[config.mk]
export PLATFORM = sky130hd
export DESIGN_NAME = seq_detect_param
export DESIGN_NICKNAME = d
export VERILOG_FILES = /design/src/rtl/seq_detect_param.sv
export SDC_FILE = /design/constraint.sdc
export NUM_CORES = 1
export LEC_CHECK = 0
export BUFFER_PORTS_ARGS = -buffer_cell sky130_fd_sc_hd__clkbuf_2
export CAP_MARGIN = 20
export CORE_MARGIN = 2
export CORE_UTILIZATION = 35
export DETAILED_ROUTE_END_ITERATION = 10
export GPL_ROUTABILITY_DRIVEN = 0
export MAX_ROUTING_LAYER = met4
export PLACE_DENSITY = 0.54
export SETUP_SLACK_MARGIN = 0.02
export SLEW_MARGIN = 0
export SYNTH_ARGS = -nofsm -noshare
export SYNTH_HDL_FRONTEND = slang
export SYNTH_SLANG_ARGS = --single-unit
[constraint.sdc]
create_clock -name clk -period 5.5 [get_ports clk]
set_input_delay 0.55 -clock clk [delete_from_list [all_inputs] [get_ports clk]]
set_output_delay 0.55 -clock clk [all_outputs]
set_load 0.01 [all_outputs]
[src/rtl/seq_detect_param.sv]
// Serial bit-sequence detector with a runtime-programmable pattern of 1..MAX_LEN bits,
// overlapping or non-overlapping match mode, and a saturating match counter.
module seq_detect_param #(
  parameter int unsigned          MAX_LEN       = 8,
  parameter int unsigned          CW            = 8,
  parameter logic [MAX_LEN-1:0]   RESET_PATTERN = MAX_LEN'('b101),
  parameter int unsigned          RESET_LEN     = 3,
  parameter bit                   RESET_OVERLAP = 1'b1,
  localparam int unsigned         LW            = $clog2(MAX_LEN + 1)
) (
  input  logic               clk,
  input  logic               reset,
  input  logic               d,
  input  logic               d_valid,
  input  logic               cfg_load,
  input  logic [MAX_LEN-1:0] cfg_pattern,
  input  logic [LW-1:0]      cfg_len,
  input  logic               cfg_overlap,
  input  logic               clr_count,
  output logic               match,
  output logic               armed,
  output logic [CW-1:0]      match_count
);

  logic [MAX_LEN-1:0] pat_q, pat_d;
  logic [LW-1:0]      len_q, len_d;
  logic               ovl_q, ovl_d;
  logic [MAX_LEN-1:0] hist_q, hist_d;
  logic [LW-1:0]      fill_q, fill_d;
  logic               match_q, armed_q;
  logic [CW-1:0]      count_q;
  logic [MAX_LEN-1:0] mask;
  logic [LW-1:0]      len_eff;
  logic               hit;

  always_comb begin
    len_eff = (cfg_len > LW'(MAX_LEN)) ? LW'(MAX_LEN) : cfg_len;
    pat_d   = pat_q;
    len_d   = len_q;
    ovl_d   = ovl_q;
    hist_d  = hist_q;
    fill_d  = fill_q;
    hit     = 1'b0;
    // Only the low len bits of history and pattern take part in the compare.
    mask    = '0;
    for (int i = 0; i < MAX_LEN; i++) begin
      mask[i] = (LW'(i) < len_q);
    end
    if (cfg_load) begin
      pat_d  = cfg_pattern;
      len_d  = len_eff;
      ovl_d  = cfg_overlap;
      hist_d = '0;
      fill_d = '0;
    end else if (d_valid) begin
      hist_d = {hist_q[MAX_LEN-2:0], d};
      if (fill_q != LW'(MAX_LEN)) begin
        fill_d = fill_q + LW'(1);
      end
      hit = (len_q != '0) && (fill_d >= len_q) && ((hist_d & mask) == (pat_q & mask));
      // Non-overlapping: the next occurrence needs len fresh bits.
      if (hit && !ovl_q) begin
        fill_d = '0;
      end
    end
  end

  always_ff @(posedge clk or posedge reset) begin
    if (reset) begin
      pat_q   <= RESET_PATTERN;
      len_q   <= LW'(RESET_LEN);
      ovl_q   <= RESET_OVERLAP;
      hist_q  <= '0;
      fill_q  <= '0;
      match_q <= 1'b0;
      armed_q <= 1'b0;
      count_q <= '0;
    end else begin
      pat_q   <= pat_d;
      len_q   <= len_d;
      ovl_q   <= ovl_d;
      hist_q  <= hist_d;
      fill_q  <= fill_d;
      match_q <= hit;
      armed_q <= (len_d != '0) && (fill_d >= len_d);
      if (clr_count) begin
        count_q <= '0;
      end else if (match_q && (count_q != {CW{1'b1}})) begin
        count_q <= count_q + CW'(1);
      end
    end
  end

  assign match       = match_q;
  assign armed       = armed_q;
  assign match_count = count_q;

endmodule

Word level (Yosys, flattened, before mapping)
Index checks and enable logic that the tools add are counted.
- $add $sub $neg: 2
- $lt $le $gt $ge: 11
- eq/ne operators: 3
- muxes and demuxes: 14
- bitwise logic cells: 2
- reduce and logical (&&, ||, !) cells: 10
- operators with widths (operator ; count):
    4-bit two-way mux ; 8
    8-bit bitwise AND ; 2
    3-bit by 4-bit less-than comparator with 1-bit output (first input constant) ; 4
    8-bit two-way mux ; 2
    7-bit two-way mux ; 2
    8-bit by 1-bit adder with 8-bit output (second input constant) ; 1
    8-bit == test ; 1
    4-bit >= comparator ; 2
    1-bit by 4-bit less-than comparator with 1-bit output (first input constant) ; 2
    2-bit by 4-bit less-than comparator with 1-bit output (first input constant) ; 2
    8-bit != test (second input constant) ; 1
    4-bit nonzero test ; 2
    1-bit logical AND ; 5
    4-bit by 1-bit adder with 4-bit output (second input constant) ; 1
    4-bit > comparator (second input constant) ; 1
    4-bit != test (second input constant) ; 1
    2-bit nonzero test ; 2
    1-bit two-way mux ; 2
    1-bit logical NOT ; 1
- register bits after elaboration: 34
- input bits: 19
- output and inout port bits: 10

Logic depth before layout (Yosys ltp)
Gate-level depths: netlist of run 1.
- depth in word-level cells: 13
- depth in mapped cells: 17
- depth with buffers taken out: 17

Worst setup path after synthesis of run 1
OpenSTA, ideal clock, no wires.
- kind: register -> register
- start: register fill_q[0]
- end: register armed_q (netlist: armed)
- setup time: 0.126 ns
- data arrival time: 3.077 ns
- path slack: 2.297 ns
- stages on the path, launching flop included: 18
- path through: dfrtp_1 inv_1 ha_1 nand2_1 nor2_1 xnor2_1 ha_1 nand2b_1 a2111oi_0 or4_1 nor3_2 a211o_2 ha_1 nand2b_1 a21o_1 a21oi_1 nor2b_1 o32a_1
- word-level cells in the longest chain between the ends: 13
- RTL lines (what ; RTL line ; RTL):
    start, declared ; 29 ; logic [LW-1:0] fill_q, fill_d;
    start signal, assigned ; 83 ; fill_q <= fill_d;
    4-bit by 1-bit adder with 4-bit output / 4-bit != test (equally long branches) ; 58, 57 ;
    4-bit two-way mux ; 57 ; if (fill_q != LW'(MAX_LEN)) begin
    4-bit two-way mux ; 55 ; end else if (d_valid) begin
    4-bit two-way mux ; 49 ; if (cfg_load) begin
    4-bit >= comparator ; 60 ; hit = (len_q != '0) && (fill_d >= len_q) && ((hist_d & mask) == (pat_q & mask));
    1-bit logical AND (2 in a row) ; 60 ;
    1-bit logical AND ; 62 ; if (hit && !ovl_q) begin
    4-bit two-way mux ; 62 ;
    4-bit two-way mux * ; 55 ;
    4-bit two-way mux * ; 49 ;
    4-bit >= comparator * ; 85 ; armed_q <= (len_d != '0) && (fill_d >= len_d);
    1-bit logical AND * ; 85 ;
    end signal, assigned ; 85 ;
    end, declared ; 30 ; logic match_q, armed_q;
Mark *: on every way between the ends. The rest lies on a longest branch, timed or not. The select of a mux whose other input is x is not followed.
A chain may end at the register's enable or synchronous reset.

Final worst setup path of run 1
Same ends and word-level chain as after synthesis.

==> run metrics, run 1 <==
RSZ-0062 raised after global routing=no; port bufs=28; xor and xnor fraction of the mapped netlist area=0.0841; most used cell, CP=ha_1; asr flop ratio synth=1.00; Setup WS post-layout=1990 ps; crit end category=register; PwrDens=257 nW/um^2; final hold vios=0; max_cap viols=0; DIE HEIGHT=77.2 um; Crit Path Class=register to register; top post-synthesis cells by area=dfrtp_1, ha_1, dfstp_2, xnor2_1, mux2_2; multiplexer share of the synthesized area=0.107; critical path, cell by cell=inv_1, ha_1, nand2_1, nand2_1, mux2i_1, ha_1, o21a_1, nor2_1, or4_1, nor3_2, a211o_2, ha_1, nand2b_1, a21o_1, a21oi_1, nor2b_1, o32a_1; Final Cell Area=2160 um^2; Comb pwr share=0.157; full die area=5960 um^2; Placed Area=2060 um^2; final wirelength=3600 um; Synth Register Bits=34; Bufs and invs on worst path=1; type of the worst min-delay path=input pin to asynchronous set/reset pin; initial antenna violation count=0; final setup TNS=0 ps; met2 wire length=1570 um; GR Overflow Total=0; first-pass GRT wire length=6150 um; Synth area leader=dfrtp_1; number of flops mapped to enable cells by yosys=0; vias in the first global route=1,296; Clock transition at path regs=70 ps; Max Root-Sink Buffers=2; H-tree Lvls=2; I/O pin count=29; met1 WL=1890 um; outcome=finished clean; Clock power frac=0.340; count of cell types in the netlist=40; cell family with most CP delay=simple AND/OR/NAND/NOR gates; root buf cell=clkbuf_8; Leak Pwr=1.00 nW; R2R Setup Slk=1990 ps; DR WL/cell=12.9 um; DR WL met3=111 um; cell area after synthesis=1880 um^2; Max Fclk=0.285 GHz; post-synthesis compound-gate area fraction=0.0987; top sig layer=met4; Seq/Total Area, Yosys=0.457; Post-Syn Area per Cell=10.5 um^2; Vias=1,321; antenna diode count=0; final setup fails=0; Switch Pwr=0.146 mW; detailed router's first-iteration violation count=54; initial core utilization=0.365; DP HPWL=2620 um; Worst IR Drop VDD=0.000112 V; Top FF cell, synth=dfrtp_1; Rows=26; number of CTS-inserted buffers=5; setup bufs post-CTS=0; minimum clock period=3510 ps; crit path launch type=register; Post-Synthesis Cells=179; combinational family with the most area after synthesis=simple AND/OR/NAND/NOR gates; Ys Warns=0; nets@finish=239; CTS tree=built; Antenna Nets Post-Route=0; layout cells sized above 1=0.257; most common library cells after synthesis=dfrtp_1, nor2_1, xnor2_1; Layout Cells excl Fill=280; Int Pwr=0.409 mW; worst-margin pin slew=624 ps; TritonRoute pass-1 iters=4; area delta synth->final=15.1%; simple-gate area share of the yosys netlist=0.130; post-CTS sizing=0; Inst Count DP=272; die width=77.2 um; CTS Hold Bufs=0; post-synth top area share=0.387; Post-route DRC=0; Mapped Nets=209; total core area=5140 um^2; final period utilization=0.638; Global Route Usage Sum=0.135; Worst slew margin=0.581; largest net degree at the start of global routing=35; CP max stage cell=or4_1; most numerous cell in the Yosys netlist=dfrtp_1; CTS Sinks=34; post-synthesis adder-cell area fraction=0.0734; Seq pwr share=0.503; Crit path largest cell delay=550 ps; worst skew pair latency=280 ps; fillers=554; post-DR vias/cell=4.72; Setup Skew=4.61 ps; Setup WS pre-CTS=1980 ps; Sw Share=0.264; Arr. time, crit path=3680 ps; Final Slew Violations=0; CP required=5670 ps; Max Fanout on Critical Path=5
cells in the final DEF, fill, tap and decap left out, types with 2 or more instances in the layout:
cell / instances
nand2_1: 7
clkbuf_2: 28
nand4_1: 2
nor3_1: 4
nand3_1: 7
xnor2_1: 13
ha_1: 11
xor2_1: 5
nor2b_1: 3
dfrtp_1: 29
o21ai_0: 4
mux2i_1: 10
nand2b_1: 2
a21oi_1: 7
a211oi_1: 2
inv_1: 12
o22ai_1: 3
nor2_1: 20
mux2_2: 9
o21a_1: 2
clkbuf_8: 6
dfstp_2: 5
power groups by stage:
stage          registers [mW]  clock network [mW]  logic, mW
3_3_place_gp            0.284                   0     0.0879
3_5_place_dp            0.284                   0     0.0884
2_1_floorplan           0.281                   0     0.0672
6_report                0.279               0.189     0.0873
4_1_cts                 0.279               0.199     0.0890
5_1_grt                 0.282               0.208     0.0997
layout make-up:
cell class,count,area (um^2),area share
multi-input cells,127,926,0.429
repair buffers,29,148,0.0684
flip-flops and latches,34,857,0.397
clock buffers,6,82.6,0.0383
well taps,70,87.6,0.0406
clock inverters,2,12.5,0.00580
inverters,12,45.0,0.0209
routing by layer:
layer / vias up / track usage
met2: 18 / 0.191
met4: 0 / 0.0429
met1: 622 / 0.189
li1: 677 / -
met5: - / -
met3: 4 / 0.0365
flip-flops by register name (all words and copies together) (netlist names):
name and count:
match_count 8, pat_q 8, hist_q 7, fill_q 4
len_q 4, armed 1, match 1, ovl_q 1
worst paths after layout:
check                                      from                         end  cells after the start
max                         fill_q[0]$_DFF_PP0_             armed$_DFF_PP0_                     17
min                                       reset  match_count[2]$_DFFE_PP0P_                      3
max reg2reg                 fill_q[0]$_DFF_PP0_             armed$_DFF_PP0_                     17
min reg2reg                pat_q[1]$_DFFE_PP0P_        pat_q[1]$_DFFE_PP0P_                      1
max in group asynchronous                 reset        pat_q[0]$_DFFE_PP1P_                      3
min in group clk                 cfg_pattern[6]        pat_q[6]$_DFFE_PP0P_                      2
worst register-to-register path, cell delays in order, from the launching register on:
cell and delay (ps):
dfrtp_1 390, inv_1 100, ha_1 200, nand2_1 90
nand2_1 60, mux2i_1 270, ha_1 240, o21a_1 110
nor2_1 30, or4_1 550, nor3_2 310, a211o_2 180
ha_1 210, nand2b_1 140, a21o_1 170, a21oi_1 130
nor2b_1 60, o32a_1 160
cells by family after synthesis:
family                   after synthesis
adder cells (fa/ha/maj)               11
XOR/XNOR                              18
AO/OA/AOI/OAI                         28
AND/OR/NAND/NOR                       51
buffers and inverters                 18
multiplexers                          19
flip-flops                            34
stage by stage:
stage	util	power, mW	hold slack, ps
2_1_floorplan	-	0.348	501
3_5_place_dp	0.401	0.372	526
3_3_place_gp	0.401	0.372	518
4_1_cts	0.420	0.567	345
5_1_grt	0.420	0.589	380
6_report	0.420	0.556	325
(Power assumes the default switching activity.)
==> inputs of run 2 (changes only) <==
Settings changed: ABC_AREA set to 1, PLACE_DENSITY 0.54 to 0.53.
Clock period 5.5 ns to 3.7 ns, I/O delays scaled along.
==> run 2 against run 1 <==
  * Sequential cell count unchanged
  * Sequential share of layout area decreased by 1.8 points
  * Synthesized cell count increased by 46%
  * Largest cell class unchanged
  * Combinational power increased by 44%
  * Total power increased by 44%
  * Via count increased by 27%
  * Critical path type unchanged
  * First-iteration DRC count decreased by 33%
  * Sequential power increased by 46%
  * Maximum frequency increased by 25%
  * Wire length increased by 13%
  * Final cell count increased by 31%
==> run metrics, run 2 <==
number of flops mapped to enable cells by yosys=0 (unchanged); TritonRoute pass-1 iters=4 (unchanged); Clock power frac=0.334 (-0.006); Synth Register Bits=34 (unchanged); Max Fclk=0.356 GHz (+25%); Top FF cell, synth=dfrtp_1; RSZ-0062 raised after global routing=no; port bufs=28 (unchanged); asr flop ratio synth=1.00 (unchanged); I/O pin count=29 (unchanged); Max Root-Sink Buffers=2 (unchanged); Antenna Nets Post-Route=0 (unchanged); layout cells sized above 1=0.196 (-0.0612); Placed Area=2180 um^2 (+5.7%); Bufs and invs on worst path=3 (+2); worst skew pair latency=290 ps (about the same); Crit Path Class=register to register; detailed router's first-iteration violation count=36 (-33%); CP required=3880 ps (-1790 ps); worst hold margin=157 ps (-167 ps); type of the worst min-delay path=input pin to asynchronous set/reset pin; Worst slew margin=0.689 (+0.108); cell family with most CP delay=simple AND/OR/NAND/NOR gates; DIE HEIGHT=78.8 um (+2.0%); GR Overflow Total=0 (unchanged); DR WL/cell=11.1 um (-14%); post-synth top area share=0.371 (-0.0161); outcome=finished clean; Ys Warns=0 (unchanged); total core area=5440 um^2 (+5.8%); commonest non-fill, non-tap cell in the layout=nand2_1; Seq/Total Area, Yosys=0.438 (-0.0190); Global Route Usage Sum=0.152 (+0.0171); final hold vios=0 (unchanged); most used cell, CP=nand2_1; nets@finish=325 (+36%); Post-Syn Area per Cell=7.47 um^2 (-29%); initial core utilization=0.360 (-0.00511); post-CTS sizing=0 (unchanged); Setup WS post-layout=887 ps (-1110 ps); PwrDens=353 nW/um^2 (+37%); count of cell types in the netlist=27 (-33%); vias in the first global route=1,625 (+25%); post-DR vias/cell=4.57 (-3.2%); crit path launch type=register; initial antenna violation count=0 (unchanged); fillers=564 (+1.8%); worst-margin pin slew=467 ps (-157 ps); Switch Pwr=0.226 mW (+54%); final setup TNS=0 ps (unchanged); full die area=6210 um^2 (+4.1%); minimum clock period=2810 ps (-694 ps); Clock transition at path regs=70 ps (about the same); Synth area leader=dfrtp_1; Sw Share=0.283 (+0.0193); commonest non-fill, non-tap cells in the layout=nand2_1, inv_1, dfrtp_1; H-tree Lvls=2 (unchanged); area delta synth->final=15.5%; setup bufs post-CTS=0 (unchanged); Post-route DRC=0 (unchanged); number of CTS-inserted buffers=5 (unchanged); Worst IR Drop VDD=0.000183 V (+63%); final period utilization=0.760 (+0.123); Leak Pwr=1.21 nW (+21%); first-pass GRT wire length=7130 um (+16%); root buf cell=clkbuf_8; CTS Hold Bufs=0 (unchanged); Vias=1,680 (+27%); final setup fails=0 (unchanged); Post-Synthesis Cells=262 (+46%); Arr. time, crit path=2990 ps (-690 ps); antenna diode count=0 (unchanged); Max Fanout on Critical Path=5 (unchanged); Layout Cells excl Fill=368 (+31%); final core utilization=0.416 (-0.00422); Crit path largest cell delay=420 ps (-130 ps); CTS tree=built; Setup WS pre-CTS=882 ps (-1100 ps); critical path, cell by cell=inv_1, ha_1, nand2_1, nor2_1, xor2_1, ha_1, inv_1, nand2_1, nand2_1, nand2_1, nand2_1, nor2_1, nor2_1, nand3_2, nand2_1, nand2_1, ha_1, a21boi_0, o21ai_0, a21boi_0, o21ai_1, inv_1; die width=78.8 um (+2.0%); final wirelength=4090 um (+13%); max_cap viols=0 (unchanged); Seq pwr share=0.509 (+0.006); Comb pwr share=0.158 (about the same); crit end category=register; Final Slew Violations=0 (unchanged); Int Pwr=0.573 mW (+40%); Mapped Nets=292 (+40%); Setup Skew=9.47 ps (+4.85 ps); Rows=27 (+3.8%); CP max stage cell=dfrtp_1; Inst Count DP=360 (+32%); most numerous cell in the Yosys netlist=nand2_1; total chip power=0.799 mW (+44%); Final Cell Area=2260 um^2 (+4.8%); largest net degree at the start of global routing=35 (unchanged); cell area after synthesis=1960 um^2 (+4.3%); most common library cells after synthesis=nand2_1, inv_1, dfrtp_1; DP HPWL=3000 um (+14%); CTS Sinks=34 (unchanged); top post-synthesis cells by area=dfrtp_1, nand2_1, inv_1, ha_1, dfstp_2
[run 2: cell count changes after synthesis, sizes merged, moves of 8 or more]
cell | before | now
nand3 | 7 | 15
mux2 | 9 | 0
nand2 | 7 | 82
mux2i | 10 | 0
o21ai | 5 | 17
xnor2 | 13 | 0
inv | 12 | 50
[run 2: path summary, 6_finish.rpt]
check	start	to	slack, ps	cells after the start
max	fill_q[0]$_DFF_PP0_	armed$_DFF_PP0_	890	22
min	reset	hist_q[2]$_DFFE_PP0P_	160	3
max reg2reg	fill_q[0]$_DFF_PP0_	armed$_DFF_PP0_	890	22
min reg2reg	pat_q[2]$_DFFE_PP1P_	pat_q[2]$_DFFE_PP1P_	500	2
max in group asynchronous	reset	len_q[0]$_DFF_PP1_	3190	3
min in group clk	cfg_pattern[5]	pat_q[5]$_DFFE_PP0P_	280	3
[run 2: power by group through the flow]
stage,logic (mW),clock network (mW),registers (mW)
global placement,0.126,0,0.413
global route,0.149,0.293,0.409
CTS,0.128,0.277,0.407
detailed placement,0.128,0,0.413
floorplan,0.0909,0,0.411
finish,0.126,0.267,0.407
[run 2: kinds of logic (layout without fill, tap and decap cells)]
group / after synthesis / after routing / share of synthesized area
AO/OA/AOI/OAI: 34 / 34 / 0.105
XOR/XNOR: 4 / 4 / 0.0179
adder cells (fa/ha/maj): 11 / 11 / 0.0703
buffers and inverters: 54 / 88 / 0.105
flip-flops: 34 / 34 / 0.438
AND/OR/NAND/NOR: 125 / 125 / 0.264
[run 2: cell type report]
class                   count  area [um^2]  area share
multi-input cells         174          895       0.396
flip-flops and latches     34          857       0.379
clock buffers               8         80.1      0.0354
repair buffers             29          148      0.0653
inverters                  51          191      0.0847
well taps                  72         90.1      0.0398
[run 2: worst reg2reg max path, delay by kind of cell, from the launching register on]
kind / cells / cell delay (ps)
and+or+nand+nor: 11 / 800
adders and majority gates: 3 / 570
AOI/OAI and AO/OA: 4 / 490
DFF: 1 / 420
xor gates and xnor gates: 1 / 250
buffers and inverters: 3 / 180
[run 2: metal layers]
| metal | track usage | vias up | wire [um] | share of wire |
|---|---|---|---|---|
| met1 | 0.187 | 760 | 2050 | 0.50 |
| met5 | - | - | 0 | 0 |
| met2 | 0.244 | 30 | 1810 | 0.44 |
| met4 | 0.0632 | 0 | 61 | 0.015 |
| met3 | 0.0341 | 5 | 162 | 0.040 |
| li1 | - | 885 | - | - |
